`src/rtl/ssp_rx_deserializer_fifo.sv`:
```
// ---------------------------------------------------------------------------
// ssp_rx_deserializer_fifo
//
// SSP receive path. It deserialises SSPRXD frames of 4..MAX_W bits, MSB-first
// or LSB-first, framed by SSPFSSIN. Completed words go into a DEPTH-entry
// first-word-fall-through FIFO that reports level, full and a sticky overrun.
//
// Ports
//   SSPCLKIN        sole clock, rising edge
//   CLEAR           asynchronous active-high reset
//   SSPRXD          serial data, sampled every edge while shifting
//   SSPFSSIN        frame sync; high at an idle edge starts a frame
//   RX_ENABLE       allows new frames to start
//   DSS[3:0]        frame length minus one (clamped to 3..MAX_W-1)
//   LSB_FIRST       bit order of the frame: 0 MSB first, 1 LSB first
//   RX_RD           pop strobe
//   OVR_CLR         clears RX_OVERRUN (a simultaneous set wins)
//   RxData          FIFO head word, zero when empty
//   RX_NOT_EMPTY    FIFO holds at least one word
//   RX_FULL         FIFO holds DEPTH words
//   RX_LEVEL        word count 0..DEPTH
//   RX_OVERRUN      sticky: a word was dropped on a full FIFO
//   receive_signal  one-cycle pulse after each completed frame
//   rx_state_dbg    current deserialiser state (0 idle, 1 shifting)
//
// Read handshake: RxData is valid whenever RX_NOT_EMPTY is 1. The reader
// consumes the head word by holding RX_RD high across one rising edge; a pop
// takes effect only if RX_NOT_EMPTY was 1 at that edge, otherwise it is
// ignored. There is no back-pressure towards the serial side: a word that
// completes while the FIFO is full and not being popped is dropped.
// ---------------------------------------------------------------------------
module ssp_rx_deserializer_fifo #(
  parameter int MAX_W = 16,
  parameter int DEPTH = 4,
  parameter int PTR_W = 2
) (
  input  logic               SSPCLKIN,
  input  logic               CLEAR,
  input  logic               SSPRXD,
  input  logic               SSPFSSIN,
  input  logic               RX_ENABLE,
  input  logic [3:0]         DSS,
  input  logic               LSB_FIRST,
  input  logic               RX_RD,
  input  logic               OVR_CLR,
  output logic [MAX_W-1:0]   RxData,
  output logic               RX_NOT_EMPTY,
  output logic               RX_FULL,
  output logic [PTR_W:0]     RX_LEVEL,
  output logic               RX_OVERRUN,
  output logic               receive_signal,
  output logic               rx_state_dbg
);

  // The counter must hold any DSS value as well as MAX_W-1.
  localparam int CNT_W = (MAX_W > 16) ? $clog2(MAX_W) : 4;

  typedef enum logic {
    ST_IDLE  = 1'b0,
    ST_SHIFT = 1'b1
  } state_t;

  state_t                 state_q, state_d;
  logic [CNT_W-1:0]       cnt_q, cnt_d;
  logic [CNT_W-1:0]       len_m1_q, len_m1_d;
  logic                   lsb_q, lsb_d;
  logic [MAX_W-1:0]       shift_q, shift_d;

  logic [MAX_W-1:0]       mem_q [DEPTH];
  logic [MAX_W-1:0]       mem_d [DEPTH];
  logic [PTR_W-1:0]       wr_ptr_q, wr_ptr_d;
  logic [PTR_W-1:0]       rd_ptr_q, rd_ptr_d;
  logic [PTR_W:0]         level_q, level_d;
  logic                   ovr_q, ovr_d;
  logic                   rx_sig_q, rx_sig_d;

  logic [CNT_W-1:0]       len_m1_new;
  logic [CNT_W-1:0]       bit_pos;
  logic [MAX_W-1:0]       word_now;
  logic                   frame_done;
  logic                   fifo_full;
  logic                   fifo_empty;
  logic                   pop;
  logic                   push_ok;
  logic                   push_drop;

  // Frame length minus one from DSS, clamped to the supported range.
  always_comb begin
    len_m1_new = CNT_W'(DSS);
    if (DSS < 4'd3) begin
      len_m1_new = CNT_W'(3);
    end else if (32'(DSS) > 32'(MAX_W - 1)) begin
      len_m1_new = CNT_W'(MAX_W - 1);
    end
  end

  // The counter runs len-1 down to 0, so MSB-first bits land at the counter
  // value and LSB-first bits land at its mirror image within the frame.
  always_comb begin
    bit_pos = lsb_q ? (len_m1_q - cnt_q) : cnt_q;
  end

  // Shift register with the bit of the current edge merged in; on the last
  // bit this is the finished word.
  always_comb begin
    word_now = shift_q | (MAX_W'(SSPRXD) << bit_pos);
  end

  // Deserialiser next state.
  always_comb begin
    state_d    = state_q;
    cnt_d      = cnt_q;
    len_m1_d   = len_m1_q;
    lsb_d      = lsb_q;
    shift_d    = shift_q;
    frame_done = 1'b0;

    case (state_q)
      ST_IDLE: begin
        // The data bit at the start edge is not part of the frame.
        if (SSPFSSIN && RX_ENABLE) begin
          state_d  = ST_SHIFT;
          cnt_d    = len_m1_new;
          len_m1_d = len_m1_new;
          lsb_d    = LSB_FIRST;
          shift_d  = '0;
        end
      end
      ST_SHIFT: begin
        shift_d = word_now;
        if (cnt_q == '0) begin
          frame_done = 1'b1;
          shift_d    = '0;
          if (SSPFSSIN && RX_ENABLE) begin
            // Zero-gap back-to-back frame: re-latch length and order now.
            cnt_d    = len_m1_new;
            len_m1_d = len_m1_new;
            lsb_d    = LSB_FIRST;
          end else begin
            state_d = ST_IDLE;
          end
        end else begin
          cnt_d = cnt_q - 1'b1;
        end
      end
      default: begin
        state_d = ST_IDLE;
      end
    endcase
  end

  // FIFO control. When full, a push is still accepted if the head is being
  // popped at the same edge; the write then reuses the slot just vacated.
  always_comb begin
    fifo_empty = (level_q == '0);
    fifo_full  = (level_q == (PTR_W+1)'(DEPTH));
    pop        = RX_RD && !fifo_empty;
    push_ok    = frame_done && (!fifo_full || pop);
    push_drop  = frame_done && fifo_full && !pop;

    mem_d = mem_q;
    if (push_ok) begin
      mem_d[wr_ptr_q] = word_now;
    end

    wr_ptr_d = push_ok ? (wr_ptr_q + 1'b1) : wr_ptr_q;
    rd_ptr_d = pop     ? (rd_ptr_q + 1'b1) : rd_ptr_q;

    level_d = level_q;
    case ({push_ok, pop})
      2'b10:   level_d = level_q + 1'b1;
      2'b01:   level_d = level_q - 1'b1;
      default: level_d = level_q;
    endcase

    // Set has priority over clear.
    ovr_d = ovr_q;
    if (push_drop) begin
      ovr_d = 1'b1;
    end else if (OVR_CLR) begin
      ovr_d = 1'b0;
    end

    rx_sig_d = frame_done;
  end

  always_ff @(posedge SSPCLKIN or posedge CLEAR) begin
    if (CLEAR) begin
      state_q  <= ST_IDLE;
      cnt_q    <= '0;
      len_m1_q <= '0;
      lsb_q    <= 1'b0;
      shift_q  <= '0;
      for (int i = 0; i < DEPTH; i++) begin
        mem_q[i] <= '0;
      end
      wr_ptr_q <= '0;
      rd_ptr_q <= '0;
      level_q  <= '0;
      ovr_q    <= 1'b0;
      rx_sig_q <= 1'b0;
    end else begin
      state_q  <= state_d;
      cnt_q    <= cnt_d;
      len_m1_q <= len_m1_d;
      lsb_q    <= lsb_d;
      shift_q  <= shift_d;
      mem_q    <= mem_d;
      wr_ptr_q <= wr_ptr_d;
      rd_ptr_q <= rd_ptr_d;
      level_q  <= level_d;
      ovr_q    <= ovr_d;
      rx_sig_q <= rx_sig_d;
    end
  end

  always_comb begin
    RxData         = (level_q != '0) ? mem_q[rd_ptr_q] : '0;
    RX_NOT_EMPTY   = (level_q != '0);
    RX_FULL        = (level_q == (PTR_W+1)'(DEPTH));
    RX_LEVEL       = level_q;
    RX_OVERRUN     = ovr_q;
    receive_signal = rx_sig_q;
    rx_state_dbg   = state_q;
  end

endmodule

```
`config.mk`:
```
export PLATFORM = sky130hd
export DESIGN_NAME = ssp_rx_deserializer_fifo
export DESIGN_NICKNAME = d
export VERILOG_FILES = /design/src/rtl/ssp_rx_deserializer_fifo.sv
export SDC_FILE = /design/constraint.sdc
export NUM_CORES = 1
export LEC_CHECK = 0
export ABC_AREA = 0
export CELL_PAD_IN_SITES_DETAIL_PLACEMENT = 1
export CELL_PAD_IN_SITES_GLOBAL_PLACEMENT = 2
export CORE_MARGIN = 2
export CORE_UTILIZATION = 43
export CTS_CLUSTER_SIZE = 40
export DETAILED_ROUTE_END_ITERATION = 10
export PLACE_DENSITY = 0.81
export SLEW_MARGIN = 30
export SYNTH_ARGS = -nofsm -noshare
export SYNTH_HDL_FRONTEND = slang
export SYNTH_SLANG_ARGS = --single-unit
```
`constraint.sdc`:
```
create_clock -name SSPCLKIN -period 5.1 [get_ports SSPCLKIN]
set_input_delay 0.765 -clock SSPCLKIN [delete_from_list [all_inputs] [get_ports SSPCLKIN]]
set_output_delay 0.765 -clock SSPCLKIN [all_outputs]
set_load 0.01 [all_outputs]
```
==> results.toml <==
[placement]
hpwlAfterDp_um = 8510
port_buffers = 35
gp_congestion = 0.786
dp_cells = 656

[yosys]
synthDistinctLibCells = 46
netlist_area_um2 = 5450
yosysSeqAreaShare_pct = 45.4
synth_top_family_by_area = "multiplexers"
yosysTopAreaCell = "dfrtp_1"
synth_edf_count = 0
synthSimpleGateAreaFrac_pct = 12.5
postSynthNetCount = 500
synth_compound_area_share_pct = 11.9
synth-async-reset-ratio_pct = 100
dominantRegCellSynth = "dfrtp_1"
ys_warn_count = 0
synth_area_leaders = "dfrtp_1 45%, mux2i_1 12%, mux4_2 6.6%"
yosys-mux-area-fraction_pct = 18.7
synth_cells = 476
synth_xor_area_share_pct = 1.61
synth.avg_cell_area_um2 = 11.5
synth_top_area_share_pct = 45.4
synth-seq-cells = 99
synth-adder-area-share_pct = 3.03

[sta]
fin_crit_ps = 3370
setup_tns_ps = 0
tightest_slew_ps = 875
finalCritPeriodShare_pct = 66.0
finalHoldViolCount = 0
rsz0062_at_grt = "no"
slew_viol_final = 0
clock_skew_ps = 8.57
max_freq_ghz = 0.297
setup_viol = 0
slew_headroom_pct = 41.4

[global_route]
grtUsageTotal_pct = 21.0
grt_remaining_overflow = 0
grt_max_degree = 71
grt_antenna_before_repair = 0
grt_pass1_wl_um = 21400
grt_pass1_vias = 3962

[floorplanning]
die_height_um = 117
ios = 36
die_area_um2 = 13600
start_util_pct = 43.6
rows = 41
coreArea_um2 = 12500
die_w_um = 117

[finish]
final_cell_mix = "98 x dfrtp_1, 65 x mux2i_1, 54 x o21ai_1, 52 x nand2_1, 35 x clkdlybuf4s50_1"
fill_cells = 1373
flow.area_growth_from_synthesis_pct = 11.4
fin_nets = 519
final_util_pct = 48.5
final_common_cell = "dfrtp_1"
stdcell_count = 672
drive_gt1_share_pct = 16.0
diodes = 0

[clocking]
htree_levels = 3
clk_latency_ps = 360
postCtsSetupBuffers = 0
numCtsBuffers = 9
clk_path_buf_depth = 2
cts.sinks = 99
cts_tree = "built"
clockRootBuffer = "clkbuf_16"
cts_resized = 0
path_clk_slew_ps = 70
hold_buffers = 0

[flow_run]
cap_violations = 0

[route]
drt-total-wl_um = 12900
drtPass1Iterations = 4
routedWlPerCell_um = 19.2
drc_errors = 0
postRouteAntennaNets = 0
vias = 3603
drt_iter0_markers = 150
vias_per_cell = 5.36

[pwr]
p_total_mw = 3.69
p_leak_nw = 2.97
vdd_drop_max_mv = 0.476
p_per_area_nw_per_um2 = 608

[worst_setup_path]
critical-path-top-delay-family = "buffers and inverters"
cp.required_ps = 4340
end_kind = "output pin"
critPathMaxStageDelay_ps = 720
cp_slowest_cell = "dfrtp_1"
path_buf_inv = 2
path_max_fanout = 9
cp_data_arrival_time_ps = 2600
crit_type = "reg -> out"
crit_chain = "buf_4 -> mux4_2 -> and2_1 -> clkdlybuf4s50_1"
crit_path_start_kind = "register"

[worst_hold_path]
hp-class = "reg -> reg"

[run_status]
status = "completed"
## cells in the mapped netlist, types with 12 or more instances
cell type and n:
nor2_1 15, inv_1 15, o21ai_1 54, o21ai_2 12
mux2i_1 65, buf_2 12, a22o_1 14, nor2_2 15
nand2_1 52, dfrtp_1 99, and2_1 18, mux4_2 16
## metal layers
metal  routed length (µm)  vias to the layer above  share of wire [%]  global-route usage, %
li1                     -                     1712                  -                      -
met1                 6090                     1852                 47                   28.5
met2                 6440                       29                 50                   34.9
met3                  203                       10                1.6                   2.96
met4                  187                        0                1.4                   6.98
met5                    0                        -                  0                      0
## worst register-to-register path, stage by stage (launching register included)
cell	delay, ps
dfrtp_1	520
inv_1	160
ha_1	210
and4bb_1	380
nand2_1	220
ha_1	210
inv_1	60
fa_1	370
xor2_1	150
nor2_1	110
xor2_1	150
## path summary, 6_finish.rpt
check                                   end   startpoint  cells after the start  slack (ps)
worst max-delay path             RxData[10]  rd_ptr_q[1]                      4        1730
worst min-delay path            len_m1_q[2]  len_m1_q[2]                      2         500
worst max register to register  RX_LEVEL[2]     cnt_q[1]                     10        2500
worst min register to register  len_m1_q[2]  len_m1_q[2]                      2         500
max in group asynchronous         mem_q[44]        CLEAR                      3        3350
min in group asynchronous       len_m1_q[3]        CLEAR                      2         880
## power breakdown
part           leakage (nW)  total, mW  internal, mW  switching, mW
combinational          1.51       1.61         0.681          0.931
sequential             1.31       1.35          1.05          0.297
clock                 0.154      0.726         0.412          0.313
## logic make-up (layout without fill, tap and decap cells)
| kind of cell | count (synthesis) | in the layout |
|---|---|---|
| AO/OA/AOI/OAI | 102 | 102 |
| XOR/XNOR | 10 | 10 |
| adder cells (fa/ha/maj) | 12 | 12 |
| buffers and inverters | 46 | 70 |
| flip-flops | 99 | 99 |
| multiplexers | 82 | 82 |
| AND/OR/NAND/NOR | 125 | 125 |
## sequential cells by signal, indices dropped and copies added (netlist names)
register,flops
rd_ptr_q,2
RX_LEVEL,3
lsb_q,1
shift_q,16
RX_OVERRUN,1
mem_q,64
cnt_q,4
receive_signal,1
rx_state_dbg,1
wr_ptr_q,2
len_m1_q,4
## stage by stage
stage / area (µm²) / hold slack, ps / worst slack (ps)
final: 6070 / 496 / 1730
after global routing: 6070 / 518 / 1570
after CTS: 6070 / 501 / 1670
after detailed placement: 5760 / 483 / 1830
after global placement: 5760 / 479 / 1890
after floorplan: 5450 / 450 / 1740
## area by class of cell
class,instances,area (µm²),share of cell area [%]
Multi-Input combinational cell,331,2620,43.2
Clock inverter,4,56.3,0.927
Clock buffer,12,256,4.22
Inverter,15,61.3,1.01
Sequential cell,99,2480,40.8
Timing Repair Buffer,39,380,6.26
Tap cell,172,215,3.54
No activity file was read; power rests on OpenSTA's default activity.
